$ cat config.mk
export PLATFORM = sky130hd
export DESIGN_NAME = serial_subtractor_32_bit_flat
export DESIGN_NICKNAME = d
export VERILOG_FILES = /design/src/rtl/serial_subtractor_32_bit_if.sv /design/src/rtl/serial_subtractor_32_bit.sv /design/src/flat_wrapper.sv
export SDC_FILE = /design/constraint.sdc
export NUM_CORES = 1
export LEC_CHECK = 0
export ABC_AREA = 1
export ABC_CLOCK_PERIOD_IN_PS = 5200
export CORE_ASPECT_RATIO = 0.6
export CORE_MARGIN = 10
export CORE_UTILIZATION = 35
export CTS_BUF_LIST = sky130_fd_sc_hd__clkbuf_8
export CTS_CLUSTER_DIAMETER = 30
export DETAILED_ROUTE_END_ITERATION = 10
export PLACE_DENSITY_LB_ADDON = 0.1
export SKIP_CTS_REPAIR_TIMING = 1
export SLEW_MARGIN = 20
export SYNTH_ARGS = -nofsm -noshare
export SYNTH_HDL_FRONTEND = slang
export SYNTH_SLANG_ARGS = --single-unit
$ cat constraint.sdc
create_clock -name clk -period 5.2 [get_ports clk]
set_input_delay 1.04 -clock clk [delete_from_list [all_inputs] [get_ports clk]]
set_output_delay 1.04 -clock clk [all_outputs]
set_load 0.1 [all_outputs]
$ cat src/rtl/serial_subtractor_32_bit_if.sv
`default_nettype none
// ============================================================================
// serial_subtractor_32_bit_if
// Handshake, operand and result/flag bundle for the serial subtractor.
// Revision: 1.0
// ============================================================================
interface serial_subtractor_32_bit_if #(
    parameter int N = 32
);
    logic         start;
    logic [N-1:0] A;
    logic [N-1:0] B;
    logic         busy;
    logic         done;
    logic [N-1:0] Z;
    logic         Cout;
    logic         V;
    logic         Zero;
    logic         Neg;

    modport master (
        output start, A, B,
        input  busy, done, Z, Cout, V, Zero, Neg
    );

    modport slave (
        input  start, A, B,
        output busy, done, Z, Cout, V, Zero, Neg
    );
endinterface
`default_nettype wire

$ cat src/rtl/serial_subtractor_32_bit.sv
`default_nettype none
// ============================================================================
// serial_subtractor_32_bit
// Multi-cycle Z = A + ~B + 1, DIGIT bits per clock with a registered carry.
// Revision: 1.0
// ============================================================================
module serial_subtractor_32_bit #(
    parameter int N     = 32,
    parameter int DIGIT = 1
) (
    input  wire logic               clk,
    input  wire logic               rst,
    serial_subtractor_32_bit_if.slave bus
);
    localparam int NUM_DIGITS = N / DIGIT;
    localparam int CW         = (NUM_DIGITS > 1) ? $clog2(NUM_DIGITS) : 1;

    if ((N % DIGIT) != 0 || NUM_DIGITS < 2) begin : g_bad_digit
        $error("DIGIT must divide N with at least two digits");
    end

    typedef enum logic [1:0] {
        IDLE = 2'd0,
        RUN  = 2'd1,
        DONE = 2'd2
    } state_t;

    state_t          state_q, state_d;
    logic [N-1:0]    a_q, a_d;
    logic [N-1:0]    b_inv_q, b_inv_d;
    logic [N-1:0]    shadow_q, shadow_d;
    logic [N-1:0]    z_q, z_d;
    logic            carry_q, carry_d;
    logic [CW-1:0]   k_q, k_d;
    logic            cout_q, cout_d;
    logic            v_q, v_d;
    logic            zero_q, zero_d;
    logic            neg_q, neg_d;

    int              w_base;
    logic [DIGIT:0]  w_sum;
    logic [N-1:0]    w_result;
    logic            w_last;

    always_comb begin
        w_base   = int'(k_q) * DIGIT;
        w_sum    = {1'b0, a_q[w_base +: DIGIT]} + {1'b0, b_inv_q[w_base +: DIGIT]}
                 + {{DIGIT{1'b0}}, carry_q};
        // Shadow with the current digit merged in, so Z can be loaded on the same edge.
        w_result = shadow_q;
        w_result[w_base +: DIGIT] = w_sum[DIGIT-1:0];
        w_last   = (k_q == CW'(NUM_DIGITS - 1));

        state_d  = state_q;
        a_d      = a_q;
        b_inv_d  = b_inv_q;
        shadow_d = shadow_q;
        carry_d  = carry_q;
        k_d      = k_q;
        z_d      = z_q;
        cout_d   = cout_q;
        v_d      = v_q;
        zero_d   = zero_q;
        neg_d    = neg_q;

        case (state_q)
            IDLE, DONE: begin
                if (bus.start) begin
                    a_d      = bus.A;
                    b_inv_d  = ~bus.B;
                    carry_d  = 1'b1;
                    k_d      = '0;
                    shadow_d = '0;
                    state_d  = RUN;
                end else if (state_q == DONE) begin
                    state_d  = IDLE;
                end
            end
            RUN: begin
                shadow_d = w_result;
                carry_d  = w_sum[DIGIT];
                k_d      = k_q + CW'(1);
                if (w_last) begin
                    k_d     = '0;
                    state_d = DONE;
                    z_d     = w_result;
                    cout_d  = w_sum[DIGIT];
                    // Operand signs differ iff A's MSB equals the inverted-B MSB.
                    v_d     = (a_q[N-1] == b_inv_q[N-1]) && (w_result[N-1] != a_q[N-1]);
                    zero_d  = (w_result == '0);
                    neg_d   = w_result[N-1];
                end
            end
            default: state_d = IDLE;
        endcase
    end

    always_ff @(posedge clk) begin
        if (rst) begin
            state_q  <= IDLE;
            a_q      <= '0;
            b_inv_q  <= '0;
            shadow_q <= '0;
            carry_q  <= 1'b0;
            k_q      <= '0;
            z_q      <= '0;
            cout_q   <= 1'b0;
            v_q      <= 1'b0;
            zero_q   <= 1'b1;
            neg_q    <= 1'b0;
        end else begin
            state_q  <= state_d;
            a_q      <= a_d;
            b_inv_q  <= b_inv_d;
            shadow_q <= shadow_d;
            carry_q  <= carry_d;
            k_q      <= k_d;
            z_q      <= z_d;
            cout_q   <= cout_d;
            v_q      <= v_d;
            zero_q   <= zero_d;
            neg_q    <= neg_d;
        end
    end

    assign bus.busy = (state_q == RUN);
    assign bus.done = (state_q == DONE);
    assign bus.Z    = z_q;
    assign bus.Cout = cout_q;
    assign bus.V    = v_q;
    assign bus.Zero = zero_q;
    assign bus.Neg  = neg_q;
endmodule
`default_nettype wire
$ cat src/flat_wrapper.sv
// flat-port wrapper written by rule: the top's interface ports become plain ports
module serial_subtractor_32_bit_flat 
#(
    parameter int N     = 32,
    parameter int DIGIT = 1
)
  (clk, rst, bus_start, bus_A, bus_B, bus_busy, bus_done, bus_Z, bus_Cout, bus_V, bus_Zero, bus_Neg);
  serial_subtractor_32_bit_if #(.N(N)) bus_i ();
  input  wire logic clk;
  input  wire logic rst;
  input wire logic [$bits(bus_i.start)-1:0] bus_start;
  input wire logic [$bits(bus_i.A)-1:0] bus_A;
  input wire logic [$bits(bus_i.B)-1:0] bus_B;
  output wire logic [$bits(bus_i.busy)-1:0] bus_busy;
  output wire logic [$bits(bus_i.done)-1:0] bus_done;
  output wire logic [$bits(bus_i.Z)-1:0] bus_Z;
  output wire logic [$bits(bus_i.Cout)-1:0] bus_Cout;
  output wire logic [$bits(bus_i.V)-1:0] bus_V;
  output wire logic [$bits(bus_i.Zero)-1:0] bus_Zero;
  output wire logic [$bits(bus_i.Neg)-1:0] bus_Neg;
  assign bus_i.start = bus_start;
  assign bus_i.A = bus_A;
  assign bus_i.B = bus_B;
  assign bus_busy = bus_i.busy;
  assign bus_done = bus_i.done;
  assign bus_Z = bus_i.Z;
  assign bus_Cout = bus_i.Cout;
  assign bus_V = bus_i.V;
  assign bus_Zero = bus_i.Zero;
  assign bus_Neg = bus_i.Neg;
  serial_subtractor_32_bit #(.N(N), .DIGIT(DIGIT)) u_core (.clk(clk), .rst(rst), .bus(bus_i));
endmodule
==> impl_metrics.tcl <==
set metrics [dict create \
    status "complete, no violations" \
    row_count 38 \
    ant_nets 0 \
    max_freq_mhz 260.1 \
    drtPass1Iterations 6 \
    avgSynthCellArea_um2 6.909 \
    die_w_um 197.0 \
    clk_pin_slew_ns 0.08 \
    cts_buffers 17 \
    die_y_um 126.2 \
    total_power_mw 2.460 \
    gp_congestion 0.8299 \
    crit_arrival_ns 4.24 \
    finClkSkew_ns 0.01621 \
    ctsHtreeMaxLevel 4 \
    synth-seq-cells 139 \
    setup_viol 0 \
    cts_buffer_depth 2 \
    grt_pass1_vias 5947 \
    io_pins 105 \
    timing.rr.end "u_core.bus.Zero" \
    synthCells 952 \
    nFillCells 1884 \
    drc 0 \
    tightest_slew_ns 1.046 \
    cp-startpoint "u_core.k_q[1]" \
    ys_seq_area_share_pct 42.31 \
    hp-class "reg -> reg" \
    fin_setup_tns_ns 0 \
    grt_max_degree 74 \
    synth_area_um2 6578 \
    multi_input_area_um2 3357 \
    ir_worst_vdd_uv 148.9 \
    cts_tree "built" \
    antenna_cells 0 \
    routedWlPerCell_um 16.42 \
    synth_ff_type "dfxtp_1" \
    worstHoldStart "u_core.shadow_q[31]" \
    async_flop_share_pct 0 \
    drt_iter0_drc 486 \
    synth_area_leaders "dfxtp_1 (42%), nand2_1 (12%), o21ai_0 (8.1%)" \
    yosys.area.top_type "dfxtp_1" \
    antenna_found_initial 0 \
    core-area_um2 18260 \
    timing.final.crit_share_pct 73.94 \
    cts_num_sinks 139 \
    endpoint "u_core.bus.Zero" \
    p_leak_nw 3.177 \
    seq_area_um2 2783 \
    reg2regPathDepth 19 \
    root_buffer "clkbuf_8" \
    cp-end-kind "flop" \
    start_util_pct 36.03 \
    finalCriticalPeriod_ns 3.845 \
    grt_pass1_wl_um 33780 \
    yosys_warnings 0 \
    required_ns 5.60 \
    synth.distinct_cells 38 \
    gr-total-overflow 0 \
    cpMostUsedCell "nand2_1" \
    relSlewSlack_pct 30.11 \
    post-dp-hpwl_um 14610 \
    powerDensity_nw_per_um2 301.4 \
    synth_top_area_share_pct 42.31 \
    hold_viol 0 \
    cpPeakStageDelay_ns 0.53 \
    drive_gt1_share_pct 7.350 \
    crit-reg2reg-launch "u_core.k_q[1]" \
    crit_path_start_kind "flop" \
    final_nets 1093 \
    synth_fp_nets 1024 \
    crit_fanout 21 \
    synth_edf_count 0 \
    clk_latency_ns 0.46 \
    cpMaxStageDelayCell "fa_1" \
    slew_viol_final 0 \
    wl_um 20920 \
    reg2reg_setup_slack_ns 1.35 \
    track_usage_pct 16.92 \
    worst-setup-path-type "reg -> reg" \
    area_growth_pct 24.08 \
    rsz0062_at_grt "false" \
    route.vias.total 6446 \
    crit_path_cell_trace "buf_4, inv_1, a21oi_1, a32o_1, o21ai_0, o21ai_0, o21ai_0, fa_1, nand2_1, inv_1, nand3_1, nor2_1, nand4_1, nand2_1, nor2_1, nand2_1, nor2_1, nand3_1, nand2_1" \
    drt-vias-per-instance 5.060 \
    maxCapViolCount 0 \
    portBuffers 104 \
    fp.dieArea_um2 24860 \
]
-- registers in the layout, indices dropped and copies added, names as in the netlist, 2 cells and up --
signal	count
u_core.a_q	32
u_core.b_inv_q	32
u_core.bus.Z	32
u_core.k_q	5
u_core.shadow_q	32
u_core.state_q	2
-- per-stage QoR --
step | setup slack [ns] | hold WS (ns) | instances | utilization [%] | area (um2)
2_1_floorplan | 2.238 | 0.4419 | 952 | - | 6578
3_3_place_gp | 1.522 | 0.4543 | 1242 | 42.31 | 7725
3_5_place_dp | 1.447 | 0.4551 | 1242 | 42.31 | 7725
4_1_cts | 1.423 | 0.4673 | 1274 | 44.70 | 8162
5_1_grt | 0.9124 | 0.4807 | 1274 | 44.70 | 8162
6_report | 1.355 | 0.4683 | 1274 | 44.70 | 8162
-- metal layers --
| layer | global-route usage, % | up-vias | routed length [um] |
|---|---|---|---|
| met2 | 20.04 | 183 | 7321 |
| met1 | 27.11 | 2909 | 11840 |
| met3 | 5.798 | 14 | 1617 |
| met5 | 0 | - | 0 |
| li1 | - | 3340 | - |
| met4 | 3.647 | 0 | 147 |
-- critical path: cells and delay by family (launching register included) --
kind / cells / cell delay, ns
flops: 1 / 0.30
fa+ha+maj: 1 / 0.53
buf+inv: 3 / 0.81
simple gates: 10 / 1.30
compound gates: 5 / 0.85
-- synthesized netlist by cell type (5+ instances only) --
cell type and n:
buf_4 6, o21ai_0 107, nand3_1 80, inv_1 30
nor2_4 5, nor2_1 138, clkbuf_1 48, nand4_1 32
o22ai_1 11, dfxtp_1 139, a21oi_1 81, nor2_2 7
nand2_1 215, buf_2 7
-- power breakdown --
| part | internal, mW | total (mW) | leakage [nW] | switching (mW) |
|---|---|---|---|---|
| clock network | 0.513 | 0.974 | 0.221 | 0.460 |
| logic | 0.120 | 0.351 | 1.82 | 0.231 |
| registers | 1.11 | 1.14 | 1.14 | 0.0264 |
-- cell type report --
cell class                      count  share of cell area, %
Multi-Input combinational cell    708                  41.13
Sequential cell                   139                  34.09
Timing Repair Buffer              116                  13.86
Tap cell                          240                  3.679
Clock buffer                       19                  3.204
Clock inverter                     13                  2.146
Inverter                           39                  1.886
-- logic make-up after synthesis --
logic type / after synthesis / share of synthesized area [%]
adder cells (fa/ha/maj): 5 / 1.065
AND/OR/NAND/NOR: 488 / 32.58
XOR/XNOR: 1 / 0.1332
AO/OA/AOI/OAI: 214 / 17.22
buffers and inverters: 105 / 6.696
flip-flops: 139 / 42.31
-- cell usage in the layout (no fill, tap or decap), types with 5 or more instances in the layout --
| cell | netlist | final |
|---|---|---|
| o22ai_1 | 11 | 11 |
| inv_6 | 1 | 8 |
| clkbuf_8 | 0 | 19 |
| nand3_1 | 80 | 80 |
| nor2_4 | 5 | 5 |
| dfxtp_1 | 139 | 139 |
| clkdlybuf4s50_1 | 0 | 104 |
| nor2_1 | 138 | 137 |
| inv_1 | 30 | 29 |
| a21oi_1 | 81 | 81 |
| buf_4 | 6 | 12 |
| nand2_1 | 215 | 215 |
| nand4_1 | 32 | 32 |
| o21ai_0 | 107 | 107 |
| inv_2 | 4 | 6 |
| nor2_2 | 7 | 8 |
-- worst min path at each step --
stage	cells after the start	endpoint	slack, ns
after CTS	2	u_core.shadow_q[31]	0.47
after global routing	2	u_core.shadow_q[30]	0.48
after floorplan	2	u_core.shadow_q[12]	0.44
after detailed placement	2	u_core.shadow_q[31]	0.46
final	2	u_core.shadow_q[31]	0.47
after global placement	2	u_core.shadow_q[0]	0.45
No activity file was read; power rests on OpenSTA's default activity.
